## src/rtl/ptosda_pkg.sv

```systemverilog
// Shared definitions for the parallel-to-serial bus driver: state encoding,
// default word width and the frame length used by neighbouring stages.
package ptosda_pkg;

    localparam int DATA_W_DEFAULT = 4;
    localparam int FRAME_CYC      = 6 + 3 * DATA_W_DEFAULT;

    typedef enum logic [3:0] {
        IDLE  = 4'd0,
        REQ   = 4'd1,
        START = 4'd2,
        SETUP = 4'd3,
        HIGH  = 4'd4,
        LOW   = 4'd5,
        PSTOP = 4'd6,
        SHIGH = 4'd7,
        STOP  = 4'd8
    } state_t;

    // Bit-counter width: enough to index DATA_W bits, never narrower than one bit.
    function automatic int cnt_w(input int w);
        return (w > 1) ? $clog2(w) : 1;
    endfunction

endpackage

```

## src/rtl/ptosda.sv

```systemverilog
// Requests a parallel word, then drives it MSB-first onto scl/sda framed by a
// start condition (sda falls, scl high) and a stop condition (sda rises, scl high).
module ptosda
    import ptosda_pkg::*;
#(
    parameter int DATA_W = DATA_W_DEFAULT
) (
    input  logic              sclk,
    input  logic              rst,
    input  logic [DATA_W-1:0] data,
    output logic              ask_for_data,
    output logic              scl,
    output logic              sda,
    output logic              busy
);

    localparam int CNT_W = cnt_w(DATA_W);

    state_t              state_r;
    state_t              state_nxt_s;
    logic [DATA_W-1:0]   shift_r;
    logic [CNT_W-1:0]    bitcnt_r;

    // State register
    always_ff @(posedge sclk or negedge rst) begin
        if (!rst) begin
            state_r <= IDLE;
        end else begin
            state_r <= state_nxt_s;
        end
    end

    // Next-state sequencing; each bit spends SETUP/HIGH/LOW, so sda only moves while scl is low
    always_comb begin
        state_nxt_s = IDLE;
        case (state_r)
            IDLE:    state_nxt_s = REQ;
            REQ:     state_nxt_s = START;
            START:   state_nxt_s = SETUP;
            SETUP:   state_nxt_s = HIGH;
            HIGH:    state_nxt_s = LOW;
            LOW: begin
                if (bitcnt_r == '0) begin
                    state_nxt_s = PSTOP;
                end else begin
                    state_nxt_s = SETUP;
                end
            end
            PSTOP:   state_nxt_s = SHIGH;
            SHIGH:   state_nxt_s = STOP;
            STOP:    state_nxt_s = IDLE;
            default: state_nxt_s = IDLE;
        endcase
    end

    // Registered bus outputs and datapath, updated on the edge that leaves each state
    always_ff @(posedge sclk or negedge rst) begin
        if (!rst) begin
            ask_for_data <= 1'b0;
            scl          <= 1'b1;
            sda          <= 1'b1;
            busy         <= 1'b0;
            shift_r      <= '0;
            bitcnt_r     <= '0;
        end else begin
            case (state_r)
                IDLE: begin
                    ask_for_data <= 1'b1;
                end
                REQ: begin
                    ask_for_data <= 1'b0;
                    shift_r      <= data;
                    sda          <= 1'b0;
                    busy         <= 1'b1;
                end
                START: begin
                    scl      <= 1'b0;
                    bitcnt_r <= CNT_W'(DATA_W - 1);
                end
                SETUP: begin
                    sda <= shift_r[bitcnt_r];
                end
                HIGH: begin
                    scl <= 1'b1;
                end
                LOW: begin
                    scl <= 1'b0;
                    if (bitcnt_r != '0) begin
                        bitcnt_r <= bitcnt_r - CNT_W'(1);
                    end
                end
                PSTOP: begin
                    sda <= 1'b0;
                end
                SHIGH: begin
                    scl <= 1'b1;
                end
                STOP: begin
                    sda  <= 1'b1;
                    busy <= 1'b0;
                end
                default: begin
                    ask_for_data <= 1'b0;
                    scl          <= 1'b1;
                    sda          <= 1'b1;
                    busy         <= 1'b0;
                end
            endcase
        end
    end

endmodule

```

## config.mk

```make
export PLATFORM = sky130hd
export DESIGN_NAME = ptosda
export DESIGN_NICKNAME = d
export VERILOG_FILES = /design/src/rtl/ptosda_pkg.sv /design/src/rtl/ptosda.sv
export SDC_FILE = /design/constraint.sdc
export NUM_CORES = 1
export LEC_CHECK = 0
export CAP_MARGIN = 5
export CORE_AREA = 4 4 41 43
export CTS_BUF_LIST = sky130_fd_sc_hd__clkbuf_8
export CTS_CLUSTER_SIZE = 8
export DETAILED_ROUTE_END_ITERATION = 12
export DIE_AREA = 0 0 45 47
export HOLD_SLACK_MARGIN = 0.1
export PLACE_DENSITY = 0.82
export SYNTH_ARGS = -nofsm -noshare
export SYNTH_HDL_FRONTEND = slang
export SYNTH_SLANG_ARGS = --single-unit
export TNS_END_PERCENT = 10
```

## constraint.sdc

```tcl
create_clock -name sclk -period 3.01 [get_ports sclk]
set_input_delay 0.602 -clock sclk [delete_from_list [all_inputs] [get_ports sclk]]
set_output_delay 0.602 -clock sclk [all_outputs]
set_load 0.01 [all_outputs]
```

==> results.txt, run 1 <==
Outcome: completed
Core Rows: 13
Critical Path Slowest Stage Cell: sky130_fd_sc_hd__dfstp_2
Initial standard-cell utilization of the core: 52.3%
Post-detailed-route count of antenna-violating nets: 0
Clock H-tree levels: 1
Bufs on Longest Clock Path: 2
Asr flop ratio synth: 100%
Type of element launching the critical path: register
Post-layout nets: 76
Most used routing layer in global routing: met2
Library cell with the largest summed area after synthesis: sky130_fd_sc_hd__dfrtp_1
Die footprint: 2120 sq um
GRT Residual Overflow: 0
HPWL reported at the end of detailed placement: 834 microns
Max incr delay on CP: 0.55 ns
Cells resized by post-CTS repair: 0
Slew @ Worst Pin: 0.592 ns
Met1 usage: 19.6%
CP Capture Type: output pin
Share of synthesized area occupied by flip-flops and latches: 51.8%
Critical path data required time: 2.41 ns
M3 GR Usage: 4.60%
Clock transition at the register clock pins on the worst setup and hold paths after CTS: 0.06 ns
CTS Hold Buffers Added: 0
Filler cell count: 98
DRC errors left: 0
Number of setup violations in the final report: 0
Clk sink count: 14
Total wire length after detailed routing: 1.16 mm
Clock tree root driver cell: sky130_fd_sc_hd__clkbuf_8
Post-Syn Area: 681 sq um
RD Place Congestion: 0.705
Syn_nets: 64
TritonCTS clock tree: built
Core area: 1300 sq um
Highest net fanout along the worst path: 4
Clock period minus final worst setup slack: 1.93 ns
Area of the multi-input gates: 303 sq um
Vias in the first global route: 450
I/O pin total: 10
Cell types occupying the most area after synthesis: sky130_fd_sc_hd__dfrtp_1, sky130_fd_sc_hd__mux2_2, sky130_fd_sc_hd__dfstp_2, sky130_fd_sc_hd__nor2_1, sky130_fd_sc_hd__nor4b_4
Fin Hold WS: 0.504 ns
Period Utilization, post-route: 64.2%
CTS buffer count: 3
EDFF count, synth: 0
Detailed router's first-iteration violation count: 3
Sum of buffers and inverters on the critical path: 1
Worst-skew pair later-pin latency: 0.24 ns
Vias after detailed routing: 450
FF+latch area: 353 sq um
Number of unique standard cell types used by synthesis: 27
Overall global routing resource usage: 15.0%
Relative slew slack: 60.4%
Top_reg_cell synth: sky130_fd_sc_hd__dfrtp_1
Share of cells above drive strength 1: 22.1%
RSZ-0062 raised after global routing: false
Class of the most critical hold timing path: register to register
Area growth syn-to-layout: 22.6%
Drt first pass iters: 4
Initial antenna violation count: 0
Leakage power: 0.000327 uW
Flop and latch count out of synthesis: 14
Finished Core Util: 64.1%
Share of the synthesized area in the top cell type: 44.1%
Accumulated negative setup slack: 0 ns
Arrival @ worst endpoint: 1.33 ns
Maximum vdd ir drop: 0.283 mV
Floorplan die width: 45 microns
First-pass GRT wire length: 2.11 mm
Cell area power density: 469 nW/um^2
List of cells traversed by the critical path: clkdlybuf4s50_1
Wirelength per Cell: 14.0 microns
Maximum operating frequency: 518 MHz
Final hold violation count: 0
Met2 Resource Use GR: 21.2%
Pin count of the biggest net entering global routing: 15
Count of input and output buffers: 9
Gate Count Post-Synth: 57
Post-Synthesis Mean Instance Area: 11.9 sq um
Number of maximum-capacitance constraint violations: 0
Post-CTS Setup Inserts: 0
Height of the die: 47 microns
Antenna diodes: 0
Max Slew Vio Count: 0
Routed via count divided by cell count: 5.42
Clk_skew: 0.00242 ns
Category of the critical setup timing path: register to output pin
Gate family responsible for the most delay along the worst path: flip-flops
YS warnings: 0
cell families after synthesis:
group | after synthesis | share of synthesized area [%]
AND/OR/NAND/NOR | 19 | 18.4
flip-flops | 14 | 51.8
XOR/XNOR | 1 | 1.29
AO/OA/AOI/OAI | 8 | 8.46
multiplexers | 8 | 14.5
adder cells (fa/ha/maj) | 1 | 1.84
buffers and inverters | 6 | 3.68
routing by layer:
metal	wire, microns	share of wire (%)
met2	552	48
met1	540	47
met3	28	2.4
met4	38	3.3
met5	0	0
final cells by class:
| type | count | area share [%] |
|---|---|---|
| Clock buffer | 4 | 6.60 |
| Multi-Input combinational cell | 37 | 36.3 |
| Sequential cell | 14 | 42.3 |
| Inverter | 4 | 1.80 |
| Tap cell | 15 | 2.25 |
| Timing Repair Buffer | 9 | 10.8 |
flip-flops by register name, indices dropped and copies added, names as in the netlist:
| signal | cells |
|---|---|
| scl | 1 |
| ask_for_data | 1 |
| sda | 1 |
| busy | 1 |
| shift_r | 4 |
| bitcnt_r | 2 |
| state_r | 4 |
power breakdown:
| group | total, uW | internal, uW | switching [uW] |
|---|---|---|---|
| Clock | 182 | 116 | 66.1 |
| Sequential | 194 | 192 | 1.70 |
| Combinational | 15.8 | 10.2 | 5.56 |
worst paths after layout:
path                       slack [ns]      endpoint        from  cells past startpoint
max                              1.08           scl         scl                      1
min                              0.50          busy        busy                      1
min in group asynchronous        0.73  ask_for_data         rst                      1
max in group asynchronous        1.89    shift_r[1]         rst                      1
max reg2reg                      1.50    shift_r[3]  state_r[3]                      3
min reg2reg                      0.50          busy        busy                      1
cells in the final DEF (no fill, tap or decap), drive strengths merged, types with 2 or more instances in the layout:
cell	instances
inv	4
dfrtp	12
mux2i	2
nand2	4
clkbuf	4
nor2b	2
clkdlybuf4s50	9
nor2	7
nor4b	2
mux2	5
dfstp	2
through the flow:
| stage | total power [uW] | instance area (sq um) | cells | worst slack (ns) |
|---|---|---|---|---|
| floorplan | 201 | 681 | 57 | 1.68 |
| global placement | 213 | 779 | 79 | 1.35 |
| detailed placement | 214 | 779 | 79 | 1.35 |
| CTS | 394 | 835 | 83 | 1.07 |
| global route | 408 | 835 | 83 | 1.05 |
| finish | 392 | 835 | 83 | 1.08 |
cell usage after synthesis, types with 2 or more instances:
master,number
sky130_fd_sc_hd__nor2b_1,2
sky130_fd_sc_hd__inv_1,3
sky130_fd_sc_hd__mux2i_1,2
sky130_fd_sc_hd__buf_2,2
sky130_fd_sc_hd__mux2_2,5
sky130_fd_sc_hd__dfrtp_1,12
sky130_fd_sc_hd__nor2_1,7
sky130_fd_sc_hd__dfstp_2,2
sky130_fd_sc_hd__nand2_1,4
No activity file was read; power rests on OpenSTA's default activity.
==> run 2, diff against run 1 <==
clock period = 1.8 ns   (was 3.01 ns; I/O delays follow)
==> results.txt, run 2 (synthesis results as in run 1) <==
Critical Path Slowest Stage Cell: sky130_fd_sc_hd__dfstp_2
Total wire length after detailed routing: 1.19 mm (+2.3%)
Pin count of the biggest net entering global routing: 15 (unchanged)
Number of setup violations in the final report: 0 (unchanged)
Clock H-tree levels: 1 (unchanged)
Setup ws final: 0.118 ns (-0.959 ns)
Highest net fanout along the worst path: 4 (unchanged)
Routed via count divided by cell count: 5.64 (+3.9%)
Sum of buffers and inverters on the critical path: 1 (unchanged)
Relative slew slack: 74.0% (+14 points)
Outcome: completed
GRT Residual Overflow: 0 (unchanged)
Cells resized by post-CTS repair: 0 (unchanged)
Switching power share of the total: 18.3% (-0.39 points)
I/O pin total: 10 (unchanged)
Gate family responsible for the most delay along the worst path: flip-flops
Area growth syn-to-layout: 24.8%
Antenna diodes: 0 (unchanged)
Critical path data required time: 1.44 ns (-0.97 ns)
Floorplan die width: 45 microns (unchanged)
Arrival @ worst endpoint: 1.32 ns (about the same)
CTS buffer count: 3 (unchanged)
Maximum vdd ir drop: 0.523 mV (+84%)
Initial standard-cell utilization of the core: 52.3% (unchanged)
Accumulated negative setup slack: 0 ns (unchanged)
Max Slew Vio Count: 0 (unchanged)
Core Rows: 13 (unchanged)
Clk_skew: 0.000512 ns (-0.00191 ns)
Detailed router's first-iteration violation count: 7 (+4)
Maximum operating frequency: 595 MHz
CTS Hold Buffers Added: 0 (unchanged)
Vias in the first global route: 473 (+5.1%)
Post-layout nets: 78 (+2.6%)
TritonCTS clock tree: built
Final hold violation count: 0 (unchanged)
Switching power: 120 uW (+63%)
DRC errors left: 0 (unchanged)
Drt first pass iters: 5 (+1)
Wirelength per Cell: 14.0 microns (about the same)
Internal power component: 534 uW (+68%)
Clock transition at the register clock pins on the worst setup and hold paths after CTS: 0.06 ns (about the same)
Leakage power: 0.000338 uW (+3.1%)
Post-CTS Setup Inserts: 0 (unchanged)
Post-detailed-route count of antenna-violating nets: 0 (unchanged)
Fin Hold WS: 0.422 ns (-0.0818 ns)
Category of the critical setup timing path: register to output pin
CP Capture Type: output pin
Share of cells above drive strength 1: 24.3% (+2.2 points)
Initial antenna violation count: 0 (unchanged)
Worst-skew pair later-pin latency: 0.24 ns (about the same)
Overall global routing resource usage: 14.3% (-0.71 points)
Top flop regs: shift_r (4), state_r (4), bitcnt_r (2)
Commonest non-fill, non-tap cells in the layout: sky130_fd_sc_hd__dfrtp_1, sky130_fd_sc_hd__clkdlybuf4s50_1, sky130_fd_sc_hd__nor2_1, sky130_fd_sc_hd__mux2_2
DP Worst Slack: 0.359 ns (-0.987 ns)
Slew @ Worst Pin: 0.385 ns (-0.207 ns)
Number of maximum-capacitance constraint violations: 0 (unchanged)
Count of input and output buffers: 9 (unchanged)
HPWL reported at the end of detailed placement: 832 microns (-0.24%)
Die footprint: 2120 sq um (unchanged)
Vias after detailed routing: 479 (+6.4%)
Period Utilization, post-route: 93.4%
Most common cell after layout, fill and taps aside: sky130_fd_sc_hd__dfrtp_1
Fraction of power consumed by combinational cells: 4.3% (+0.3 points)
Bufs on Longest Clock Path: 2 (unchanged)
RD Place Congestion: 0.689 (-2.3%)
Cell area power density: 769 nW/um^2 (+64%)
Height of the die: 47 microns (unchanged)
Share of power burned in the clock network: 46.0% (-0.4 points)
List of cells traversed by the critical path: clkdlybuf4s50_1
Clock period minus final worst setup slack: 1.68 ns
Core area: 1300 sq um (unchanged)
Max incr delay on CP: 0.55 ns (about the same)
Power share of the sequential group: 49.7% (+0.2 points)
Clock tree root driver cell: sky130_fd_sc_hd__clkbuf_8
Clk sink count: 14 (unchanged)
Type of element launching the critical path: register
First-pass GRT wire length: 2.08 mm (-1.3%)
RSZ-0062 raised after global routing: false
Class of the most critical hold timing path: input port to async pin
Filler cell count: 93 (-5.1%)
[run 2: cell count changes in the layout (fill, tap and decap cells not counted), sizes merged]
| cell | before | now |
|---|---|---|
| buf | 0 | 2 |
[run 2: metal layers]
metal / track usage [%] / part of all wire (%)
met5: 0 / 0
met2: 21.2 / 50
met3: 4.60 / 2.3
met1: 18.2 / 46
met4: 8.77 / 1.6
[run 2: cell type report]
cell class	instances	area, sq um	area share [%]
Sequential cell	14	353	41.5
Multi-Input combinational cell	37	303	35.6
Timing Repair Buffer	11	105	12.4
Clock buffer	4	55.1	6.48
Tap cell	15	18.8	2.21
Inverter	4	15.0	1.77
[run 2: power groups by stage]
stage | Combinational (uW) | Clock (uW) | Sequential, uW
3_5_place_dp | 28.7 | 0 | 330
6_report | 28.4 | 301 | 324
3_3_place_gp | 28.2 | 0 | 330
5_1_grt | 31.1 | 328 | 325
4_1_cts | 28.9 | 309 | 324
2_1_floorplan | 6.85 | 0 | 330
[run 2: path summary, 6_finish.rpt]
path	startpoint	cells past startpoint	slack (ns)	end
hold / removal	rst	2	0.42	ask_for_data
setup / recovery	scl	1	0.12	scl
max in group asynchronous	rst	2	1.14	sda
setup reg to reg	state_r[0]	3	0.36	shift_r[3]
min in group sclk	busy	1	0.48	busy
hold reg to reg	busy	1	0.48	busy
[run 2: per-stage QoR]
step                      util [%]  total power [uW]  area (sq um)  std cells
after floorplan                  -               337           681         57
after global placement        61.1               358           795         81
after detailed placement      61.1               359           795         81
after CTS                     65.3               663           850         85
after global routing          65.3               684           850         85
final                         65.3               653           850         85
==> run 3, diff against run 2 <==
ABC_AREA = 1   (was default)
CORE_AREA = default   (was 4 4 41 43)
CORE_MARGIN = 4   (was default)
CORE_UTILIZATION = 54   (was default)
DIE_AREA = default   (was 0 0 45 47)
PLACE_DENSITY = 0.85   (was 0.82)
==> results.txt, run 3 <==
Switching power: 126 uW (+4.9%)
Met1 usage: 22.5% (+4.3 points)
Top flop regs: shift_r (4), state_r (4), bitcnt_r (2)
Share of synthesized area occupied by flip-flops and latches: 49.9% (-1.9 points)
Share of power burned in the clock network: 42.6% (-3.4 points)
FF+latch area: 353 sq um (unchanged)
Placed instance count: 110 (+36%)
Clock H-tree levels: 1 (unchanged)
GRT Residual Overflow: 0 (unchanged)
Clock period minus final worst setup slack: 1.65 ns (-0.0315 ns)
TritonCTS clock tree: built
Top_reg_cell synth: sky130_fd_sc_hd__dfrtp_1
Sum of buffers and inverters on the critical path: 1 (unchanged)
Floorplan die width: 44.2 microns (-1.8%)
RSZ-0062 raised after global routing: false
Fin Hold WS: 0.476 ns (+0.0532 ns)
Number of unique standard cell types used by synthesis: 19 (-30%)
Antenna diodes: 0 (unchanged)
Fraction of power consumed by combinational cells: 4.8% (+0.5 points)
Asr flop ratio synth: 100% (unchanged)
Max incr delay on CP: 0.53 ns (-0.02 ns)
Power share of the sequential group: 52.7% (+3.0 points)
Cells resized by post-CTS repair: 0 (unchanged)
Number of maximum-capacitance constraint violations: 0 (unchanged)
Die footprint: 1950 sq um (-7.7%)
Initial antenna violation count: 0 (unchanged)
Relative slew slack: 58.6% (-15 points)
CTS Hold Buffers Added: 0 (unchanged)
Highest net fanout along the worst path: 2 (-2)
Met2 Resource Use GR: 25.6% (+4.4 points)
PnR Total Power: 613 uW (-6.1%)
Library cell with the largest summed area after synthesis: sky130_fd_sc_hd__dfrtp_1
Library cell with the highest instance count after synthesis: sky130_fd_sc_hd__nand2_1
Clock tree root driver cell: sky130_fd_sc_hd__clkbuf_8
M3 GR Usage: 3.66% (-0.94 points)
Detailed router's first-iteration violation count: 15 (+8)
Overall global routing resource usage: 17.3% (+3.0 points)
Period Utilization, post-route: 91.7% (-1.8 points)
Number of setup violations in the final report: 0 (unchanged)
First-pass GRT wire length: 2.39 mm (+15%)
Critical Path Slowest Stage Cell: sky130_fd_sc_hd__clkdlybuf4s50_1
Wirelength per Cell: 12.7 microns (-8.8%)
RD Place Congestion: 0.841 (+22%)
Commonest cells in the netlist: sky130_fd_sc_hd__nand2_1, sky130_fd_sc_hd__dfrtp_1, sky130_fd_sc_hd__inv_1
Height of the die: 44.2 microns (-6.0%)
Class of the most critical hold timing path: register to register
Pin count of the biggest net entering global routing: 15 (unchanged)
Category of the critical setup timing path: register to output pin
EDFF count, synth: 0 (unchanged)
I/O pin total: 10 (unchanged)
Count of input and output buffers: 9 (unchanged)
Core area: 1170 sq um (-10%)
Final hold violation count: 0 (unchanged)
Maximum operating frequency: 606 MHz (+1.9%)
Post-route cell area: 848 sq um (-0.15%)
Critical path data required time: 1.44 ns (about the same)
Gate Count Post-Synth: 88 (+54%)
Share of cells above drive strength 1: 13.0% (-11 points)
YS warnings: 0 (unchanged)
List of cells traversed by the critical path: clkdlybuf4s50_1
Most common cell after layout, fill and taps aside: sky130_fd_sc_hd__nand2_1
Placed standard-cell area: 803 sq um (+1.1%)
Max Slew Vio Count: 0 (unchanged)
Clk_skew: 0.00389 ns (+0.00337 ns)
HPWL reported at the end of detailed placement: 1.00 mm (+20%)
Final std cells w/o fill: 114 (+34%)
Outcome: completed
Drt first pass iters: 4 (-1)
Core Rows: 12 (-1)
Switching power share of the total: 20.5% (+2.2 points)
Clk sink count: 14 (unchanged)
Gate family responsible for the most delay along the worst path: buffers and inverters
CTS buffer count: 3 (unchanged)
Routed via count divided by cell count: 5.17 (-8.3%)
Post-Syn Area: 707 sq um (+3.9%)
Share of the synthesized area in the top cell type: 42.5% (-1.6 points)
Commonest non-fill, non-tap cells in the layout: sky130_fd_sc_hd__nand2_1, sky130_fd_sc_hd__inv_1, sky130_fd_sc_hd__dfrtp_1, sky130_fd_sc_hd__nor2_1, sky130_fd_sc_hd__clkdlybuf4s50_1
Vias in the first global route: 562 (+19%)
Leakage power: 0.000433 uW (+28%)
Most used routing layer in global routing: met2
Post-CTS Setup Inserts: 0 (unchanged)
CP Capture Type: output pin
Post-layout nets: 108 (+38%)
Internal power component: 488 uW (-8.6%)
Clock transition at the register clock pins on the worst setup and hold paths after CTS: 0.05 ns (about the same)
Post-Synthesis Mean Instance Area: 8.03 sq um (-33%)
Area of the multi-input gates: 290 sq um (-4.1%)
Cell types occupying the most area after synthesis: sky130_fd_sc_hd__dfrtp_1, sky130_fd_sc_hd__nand2_1, sky130_fd_sc_hd__dfstp_2, sky130_fd_sc_hd__inv_1, sky130_fd_sc_hd__nor2_1
Filler cell count: 83 (-11%)
Bufs on Longest Clock Path: 2 (unchanged)
Flop and latch count out of synthesis: 14 (unchanged)
DRC errors left: 0 (unchanged)
Total wire length after detailed routing: 1.45 mm (+22%)
Syn_nets: 95 (+48%)
Slew @ Worst Pin: 0.619 ns (+0.235 ns)
Worst-skew pair later-pin latency: 0.25 ns (about the same)
Arrival @ worst endpoint: 1.29 ns (-0.03 ns)
Post-detailed-route count of antenna-violating nets: 0 (unchanged)
Initial standard-cell utilization of the core: 60.4% (+8.1 points)
Type of element launching the critical path: register
Accumulated negative setup slack: 0 ns (unchanged)
Cell area power density: 723 nW/um^2 (-6.0%)
Vias after detailed routing: 589 (+23%)
Area growth syn-to-layout: 20.0%
Maximum vdd ir drop: 0.394 mV (-25%)
## run 3: routing by layer
layer,share of wire (%),routed length (microns)
met2,50,721
met4,2.8,40
met5,0,0
met1,44,639
met3,3.3,48
## run 3: kinds of logic after synthesis
family                     Yosys count  synth area share [%]
and+or+nand+nor                     46                  30.3
DFF                                 14                  49.9
adders and majority gates            1                  1.77
AOI/OAI and AO/OA                   12                  9.02
buffers and inverters               15                  9.03
## run 3: worst register-to-register path, stage by stage (launching register included)
cell and delay (ns):
sky130_fd_sc_hd__dfrtp_1 0.43, sky130_fd_sc_hd__nor2_2 0.26, sky130_fd_sc_hd__nand3_2 0.23, sky130_fd_sc_hd__nor2_1 0.16, sky130_fd_sc_hd__a21oi_1 0.05
## run 3: power by group through the flow
stage / Clock, uW / Sequential, uW / Combinational (uW)
after floorplan: 0 / 329 / 8.21
after global placement: 0 / 328 / 28.9
after detailed placement: 0 / 329 / 29.4
after CTS: 263 / 323 / 29.8
after global routing: 282 / 323 / 32.2
final: 261 / 323 / 29.3
## run 3: cell type report
type,instances,area share (%)
inverter,14,6.19
tap,14,2.06
sequential,14,41.6
multi-input combinational,59,34.2
timing repair buffer,9,10.6
clock inverter,1,0.442
clock buffer,3,4.87
## run 3: through the flow
step                      setup slack, ns  util [%]
after floorplan                     0.762         -
final                               0.150      72.4
after global placement              0.410      68.6
after CTS                           0.144      72.4
after detailed placement            0.406      68.6
after global routing                0.119      72.4
## run 3: path summary, 6_finish.rpt
check	startpoint	endpoint	slack, ns	cells after the start
worst min-delay path	scl	scl	0.48	2
worst max-delay path	scl	scl	0.15	1
worst max register to register	state_r[3]	shift_r[1]	0.54	4
min in group asynchronous	rst	shift_r[0]	0.50	1
worst min register to register	scl	scl	0.48	2
max in group asynchronous	rst	ask_for_data	0.90	1
